==> config.mk <==
export PLATFORM = sky130hd
export DESIGN_NAME = fetch_stage
export DESIGN_NICKNAME = d
export VERILOG_FILES = /design/src/rtl/fetch_stage.sv
export SDC_FILE = /design/constraint.sdc
export NUM_CORES = 1
export LEC_CHECK = 0
export BUFFER_PORTS_ARGS = -buffer_cell sky130_fd_sc_hd__buf_2
export CAP_MARGIN = 40
export CORE_MARGIN = 4
export CORE_UTILIZATION = 50
export DETAILED_ROUTE_END_ITERATION = 8
export PLACE_DENSITY = 0.82
export SYNTH_ARGS = -nofsm -noshare
export SYNTH_HDL_FRONTEND = slang
export SYNTH_SLANG_ARGS = --single-unit
==> constraint.sdc <==
create_clock -name clk -period 3.55 [get_ports clk]
set_input_delay 0.1775 -clock clk [delete_from_list [all_inputs] [get_ports clk]]
set_output_delay 0.1775 -clock clk [all_outputs]
set_load 0.1 [all_outputs]
==> src/rtl/fetch_stage.sv <==
// RV32I instruction fetch: owns the PC, talks to the I-cache and
// drives the IF/ID register with stall, redirect and stale-response drop.
module fetch_stage #(
  parameter logic [31:0] RESET_PC  = 32'h0000_0060,
  parameter logic [31:0] NOP_INSTR = 32'h0000_0013
) (
  input  logic        clk,
  input  logic        rst,
  input  logic        stall,
  input  logic        redirect_valid,
  input  logic [31:0] redirect_pc,
  output logic        inst_read,
  output logic [31:0] inst_addr,
  input  logic        inst_resp,
  input  logic [31:0] inst_rdata,
  output logic        id_valid,
  output logic [31:0] id_pc,
  output logic [31:0] id_instr
);

  typedef enum logic [1:0] {
    REQ     = 2'd0,
    HOLD    = 2'd1,
    DISCARD = 2'd2
  } state_t;

  typedef struct packed {
    logic        valid;
    logic [31:0] pc;
    logic [31:0] instr;
  } if_id_t;

  typedef struct packed {
    logic [31:0] pc;
    logic [31:0] instr;
  } hold_t;

  state_t      state_q;
  state_t      state_d;
  logic [31:0] pc_q;
  logic [31:0] pc_d;
  logic [31:0] req_q;
  logic [31:0] req_d;
  hold_t       hold_q;
  hold_t       hold_d;
  if_id_t      id_q;
  if_id_t      id_d;

  logic [31:0] pc_inc;
  logic [31:0] tgt_pc;
  if_id_t      id_empty;

  logic ev_redir;
  logic ev_take;
  logic ev_park;
  logic ev_idle;

  assign pc_inc   = pc_q + 32'd4;
  assign tgt_pc   = {redirect_pc[31:2], 2'b00};
  assign id_empty = '{valid: 1'b0, pc: id_q.pc, instr: NOP_INSTR};

  // One-hot view of what can happen while a request is outstanding
  assign ev_redir = redirect_valid;
  assign ev_take  = !redirect_valid && inst_resp && !stall;
  assign ev_park  = !redirect_valid && inst_resp && stall;
  assign ev_idle  = !redirect_valid && !inst_resp;

  always_ff @(posedge clk) begin
    if (rst) begin
      state_q <= REQ;
    end else begin
      state_q <= state_d;
    end
  end

  always_comb begin
    state_d = state_q;
    unique case (state_q)
      REQ: begin
        if (redirect_valid) begin
          state_d = inst_resp ? REQ : DISCARD;
        end else if (inst_resp && stall) begin
          state_d = HOLD;
        end
      end
      HOLD: begin
        if (redirect_valid || !stall) begin
          state_d = REQ;
        end
      end
      DISCARD: begin
        if (inst_resp) begin
          state_d = REQ;
        end
      end
      default: state_d = REQ;
    endcase
  end

  always_comb begin
    inst_read = !rst && (state_q != HOLD);
    inst_addr = req_q;
    id_valid  = id_q.valid;
    id_pc     = id_q.pc;
    id_instr  = id_q.instr;
  end

  always_comb begin
    pc_d   = pc_q;
    req_d  = req_q;
    hold_d = hold_q;
    id_d   = id_q;
    unique case (state_q)
      REQ: begin
        unique case (1'b1)
          ev_redir: begin
            id_d = id_empty;
            pc_d = tgt_pc;
            if (inst_resp) begin
              req_d = tgt_pc;
            end
          end
          ev_take: begin
            id_d  = '{valid: 1'b1, pc: req_q, instr: inst_rdata};
            pc_d  = pc_inc;
            req_d = pc_inc;
          end
          ev_park: begin
            hold_d = '{pc: req_q, instr: inst_rdata};
          end
          ev_idle: begin
            if (!stall) begin
              id_d = id_empty;
            end
          end
          default: id_d = id_q;
        endcase
      end
      HOLD: begin
        if (redirect_valid) begin
          id_d  = id_empty;
          pc_d  = tgt_pc;
          req_d = tgt_pc;
        end else if (!stall) begin
          id_d  = '{valid: 1'b1, pc: hold_q.pc, instr: hold_q.instr};
          pc_d  = pc_inc;
          req_d = pc_inc;
        end
      end
      DISCARD: begin
        id_d = id_empty;
        if (redirect_valid) begin
          pc_d = tgt_pc;
        end
        // Stale response closes the old request; reissue at the latest target
        if (inst_resp) begin
          req_d = redirect_valid ? tgt_pc : pc_q;
        end
      end
      default: begin
        id_d = id_empty;
      end
    endcase
  end

  always_ff @(posedge clk) begin
    if (rst) begin
      pc_q   <= RESET_PC;
      req_q  <= RESET_PC;
      hold_q <= '0;
      id_q   <= '{valid: 1'b0, pc: 32'h0, instr: NOP_INSTR};
    end else begin
      pc_q   <= pc_d;
      req_q  <= req_d;
      hold_q <= hold_d;
      id_q   <= id_d;
    end
  end

endmodule
# [Word-level counts from Yosys, hierarchy flattened]
# Cells that the tools add are included.
# W data, S select, Z words.
[totals] register_bits=195 inputBits=69 output_inout_bits=98
[op_classes] addsub=1 eq_ne=16 muxes=20 reduce_logical=20
[op_table] op="$mux W65" count=3
[op_table] op="$pmux W65 S3" count=1
[op_table] op="$pmux W32 S3" count=2
[op_table] op="$mux W32" count=5
[op_table] op="$pmux W65 S2" count=1
[op_table] op="$pmux W32 S2" count=2
[op_table] op="$add A32 B3 Y32 const B" count=1
[op_table] op="$ne A3 B3 Y1 const B" count=5
[op_table] op="$ne A2 B2 Y1 const B" count=7
[op_table] op="$mux W2" count=5
[op_table] op="$reduce_and A3 Y1" count=3
[op_table] op="$logic_and A1 B1 Y1" count=6
[op_table] op="$pmux W2 S3" count=1
[op_table] op="$reduce_and A6 Y1" count=1
[op_table] op="$reduce_and A5 Y1" count=1
[op_table] op="$logic_not A1 Y1" count=4
[op_table] op="$ne A4 B4 Y1 const B" count=1
[op_table] op="$reduce_bool A3 Y1" count=1
[op_table] op="$eq A2 B1 Y1 const B" count=1
[op_table] op="$eq A2 B2 Y1 const B" count=1
[op_table] op="$logic_not A2 Y1" count=1
[op_table] op="$ne A2 B1 Y1 const B" count=1
[op_table] op="$reduce_and A2 Y1" count=1
[op_table] op="$reduce_bool A2 Y1" count=1
[op_table] op="$logic_or A1 B1 Y1" count=1

# [Longest topological paths before layout]
[depth] depth_word=5 mapped_depth=11

# [Worst setup path after synthesis]
# OpenSTA, ideal clock, no wires.
[synth_timing] path_type="reg-to-output" startpoint="register state_q[1]" endpoint="output inst_read" t_arrival_ps=2175 t_required_ps=3372 path_slack_ps=1197 stages_incl_launch_ff=6 cell_sequence="dfxtp_1 -> inv_1 -> ha_1 -> buf_2 -> clkbuf_1 -> nor2_1"
[synth_via] elab_chain_cells=2
[synth_rtl] item="from (decl)" line_no="38" text="state_t state_q;"
[synth_rtl] item="from (signal assigned)" line_no="72" text="state_q <= state_d;"
[synth_rtl] item="$ne A2 B1 Y1" line_no="101" text="inst_read = !rst && (state_q != HOLD);"
[synth_rtl] item="$logic_and A1 B1 Y1" line_no="101"
[synth_rtl] item="to (decl)" line_no="12" text="output logic inst_read,"
# No other way between the ends.

# [Worst setup path in the final report]
[layout_timing] startpoint="register state_q[1]" endpoint="register req_q[3], in the netlist inst_addr[3]"
[layout_via] elab_chain_cells=3 word_cells_on_any_way=10
[layout_rtl] item="$eq A2 B1 Y1, or another cell as far along" line_no="113" text="unique case (state_q)"
[layout_rtl] item="$ne A3 B3 Y1 (no source line), or another cell as far along"
[layout_rtl] item="$reduce_and A5 Y1 (no source line)"
[layout_rtl] item="to (signal assigned)" line_no="174" text="req_q <= req_d;"
[layout_rtl] item="to (decl)" line_no="42" text="logic [31:0] req_q;"
# Parallel ways exist; a longest one is shown, timed or not.
# A chain may end at the register's enable or synchronous reset.

==> key figures <==
Pwr
  – Power Density: 522 nW/um^2
  – Max VDD drop: 0.329 mV
  – LEAKAGE: 3.93 nW
  – Overall power: between 5 and 6 mW

Synth
  – Synth warn: 0
  – Leading area contributor after synthesis: dfxtp_1
  – Main synth FF type: dfxtp_1
  – Mapped Area: around 8800 sq um
  – Simple-Gate Fraction of Synth Area: 0.200
  – Yosys reg bits: 195
  – Synth top area share: 0.442
  – Syn nets: between 1000 and 1500
  – Commonest cells post-synth: 195 x dfxtp_1, 161 x nand2_1, 111 x a21oi_1, 86 x nor2_1, 82 x clkbuf_1
  – Register area share after synthesis: 0.442
  – Async SR Flop Fraction: 0
  – Area fraction in compound gates after synthesis: 0.297
  – Post-synth EDFFs: 0
  – Avg Cell Area, Syn: 8.08 sq um
  – XOR/XNOR share of the synthesized area: 0.00198
  – Largest family of logic cells by synthesized area: compound AO/OA/AOI/OAI gates
  – Portion of netlist area occupied by mux cells: 0.00227
  – Most common cell in the synthesized netlist: dfxtp_1
  – Cells after synthesis: 1094
  – Adder-Cell Fraction of Synth Area: 0.00708
  – Post-synth cell types: 67
  – Main area contributors after synthesis: dfxtp_1 44%, nand2_1 6.8%, a21oi_1 6.3%

Global route
  – Grt total ovfl: 0
  – Antenna violations before repair: 0
  – Global Route Usage Sum: 0.250
  – Pin count of the biggest net entering global routing: 75
  – Vias in the first global route: 7856
  – First-pass GRT wire length: 41100 um

Place
  – Total cell area at the placement stage: 9700 sq um
  – Hpwl dp: 16900 um
  – IO buf count: 164
  – Routability-driven placement congestion ratio: slightly above 0.9

CTS
  – Clock Path Buffers: 2
  – Sink Count: 195
  – H-Tree Depth: 4
  – Total setup buffers inserted after CTS: 0
  – Clock Pin Slew Worst Setup and Hold Paths: around 70 ps
  – Clk root buf: clkbuf_16
  – Num CTS Buffers: 17
  – Clock Latency Late Sink: 430 ps
  – CTS tree: done

Run status
  – Status: finished, final reports clean

Route
  – Pre-Repair DR Iteration Count: 8
  – Wire per inst: ~18 um
  – Vias: 8761
  – DRC: 0
  – Via density: 6.08
  – Antenna viol nets, final: 0
  – DRT Wirelength: 25700 um
  – DRT iter0 DRCs: 949

Timing
  – Total Neg Setup Slack: 0 ps
  – Clk_skew: 11.9 ps
  – Max_slew headroom: 0.420
  – RSZ-0062 raised after global routing: no
  – Tcrit/Tclk final: 0.862
  – Fmax: 327 MHz
  – Min cycle time layout: 3060 ps
  – Pins Over Slew Limit: 0
  – Count of final setup violators: 0
  – Least-Margin Pin Slew: 870 ps
  – Hold Slack: a little over 6 ps
  – Final Hold Fails: 0

Hold path
  – Hold Crit Class: in -> reg

Floorplan
  – # IOs: about 170
  – Core area: 17300 sq um
  – Chip Width: 141 um
  – Die area: 19900 sq um
  – Initial core utilization: 0.511
  – Die span in y: 141 um
  – Row cnt: 48

Worst setup path
  – Critical path peak fanout: 21
  – Worst Path Arrival: 3330 ps
  – CP required: 3820 ps
  – Setup CP Type: reg -> reg
  – Worst R2R Setup Slack: 490 ps
  – CP Launch Type: register
  – Crit end category: register

Cells and area
  – Finished Cell Area: 10400 sq um
  – Fillers: 1556
  – Antenna diodes: 0
  – Share of cells above drive strength 1: 0.188
  – Area Growth Syn to Fin: 17.4%
  – Nets: about 1300
  – Storage element area: 3900 sq um
  – Multi-input logic area: 4540 sq um

Run
  – Max cap viols: 0
-- worst max-delay path, cell delays in order (launching register included) --
cell	delay, ps
dfxtp_1	390
inv_1	90
ha_1	570
inv_1	290
or3_1	440
and2_1	450
a222oi_1	510
a211oi_1	150
-- cell usage in the layout, fill, tap and decap left out, types with 10 or more instances in the layout --
master         instances
nor4_1                13
buf_4                 18
buf_2                163
a22o_1                29
clkbuf_16             17
o21ai_0               69
nor2_1                85
a22oi_1               64
nand2_1              161
dlygate4sd3_1         14
nand4_1               14
nor3_1                19
a211oi_1              40
a221oi_1              10
and3_1                10
nand3_1               14
a21oi_1              111
a31oi_1               22
dfxtp_1              195
-- layout make-up --
class                           instances  area share
Clock buffer                           22      0.0447
Clock inverter                         10     0.00723
Inverter                                7     0.00253
Multi-Input combinational cell        788       0.437
Sequential cell                       195       0.376
Tap cell                              225      0.0271
Timing Repair Buffer                  195       0.105
-- layer usage --
layer | vias up | GRT usage | part of all wire
li1 | 4242 | - | -
met1 | 4086 | 0.352 | 0.44
met2 | 385 | 0.390 | 0.46
met3 | 48 | 0.0461 | 0.076
met4 | 0 | 0.0831 | 0.022
met5 | - | 0 | 0
-- worst paths after layout --
| kind | start | endpoint | cells after the start |
|---|---|---|---|
| setup / recovery | state_q[1] | inst_addr[3] | 7 |
| setup reg to reg | state_q[1] | inst_addr[3] | 7 |
| hold / removal | inst_rdata[15] | hold_q[15] | 3 |
| hold reg to reg | hold_q[24] | hold_q[24] | 2 |
-- logic make-up (layout without fill, tap and decap cells) --
family | Yosys count | in the layout
adders and majority gates | 5 | 5
xor gates and xnor gates | 2 | 2
and+or+nand+nor | 377 | 377
AOI/OAI and AO/OA | 402 | 402
DFF | 195 | 195
buffers and inverters | 111 | 234
muxes | 2 | 2
-- state kept, by name, indices dropped and copies added (netlist names) --
signal / cells
id_valid: 1
hold_q: 64
state_q: 2
id_instr: 32
id_pc: 32
inst_addr: 32
pc_q: 32
-- where the power goes --
| group | switching [mW] | internal (mW) |
|---|---|---|
| Combinational | 0.901 | 0.263 |
| Clock | 0.839 | 0.943 |
| Sequential | 0.154 | 2.32 |
| Total | 1.89 | 3.52 |
-- stage by stage --
step                      setup WS (ps)  std cells   util
final                               491       1442  0.600
after global routing                318       1442  0.600
after CTS                           588       1442  0.600
after detailed placement            616       1396  0.561
after global placement              700       1396  0.561
after floorplan                    1200       1094      -
-- timing repair --
action | 4_1_cts | 5_1_grt
hold buffers | 14 | 0
endpoints found under the hold margin | 14 | 0
gates resized for setup | 0 | 0
No activity file was read; power rests on OpenSTA's default activity.
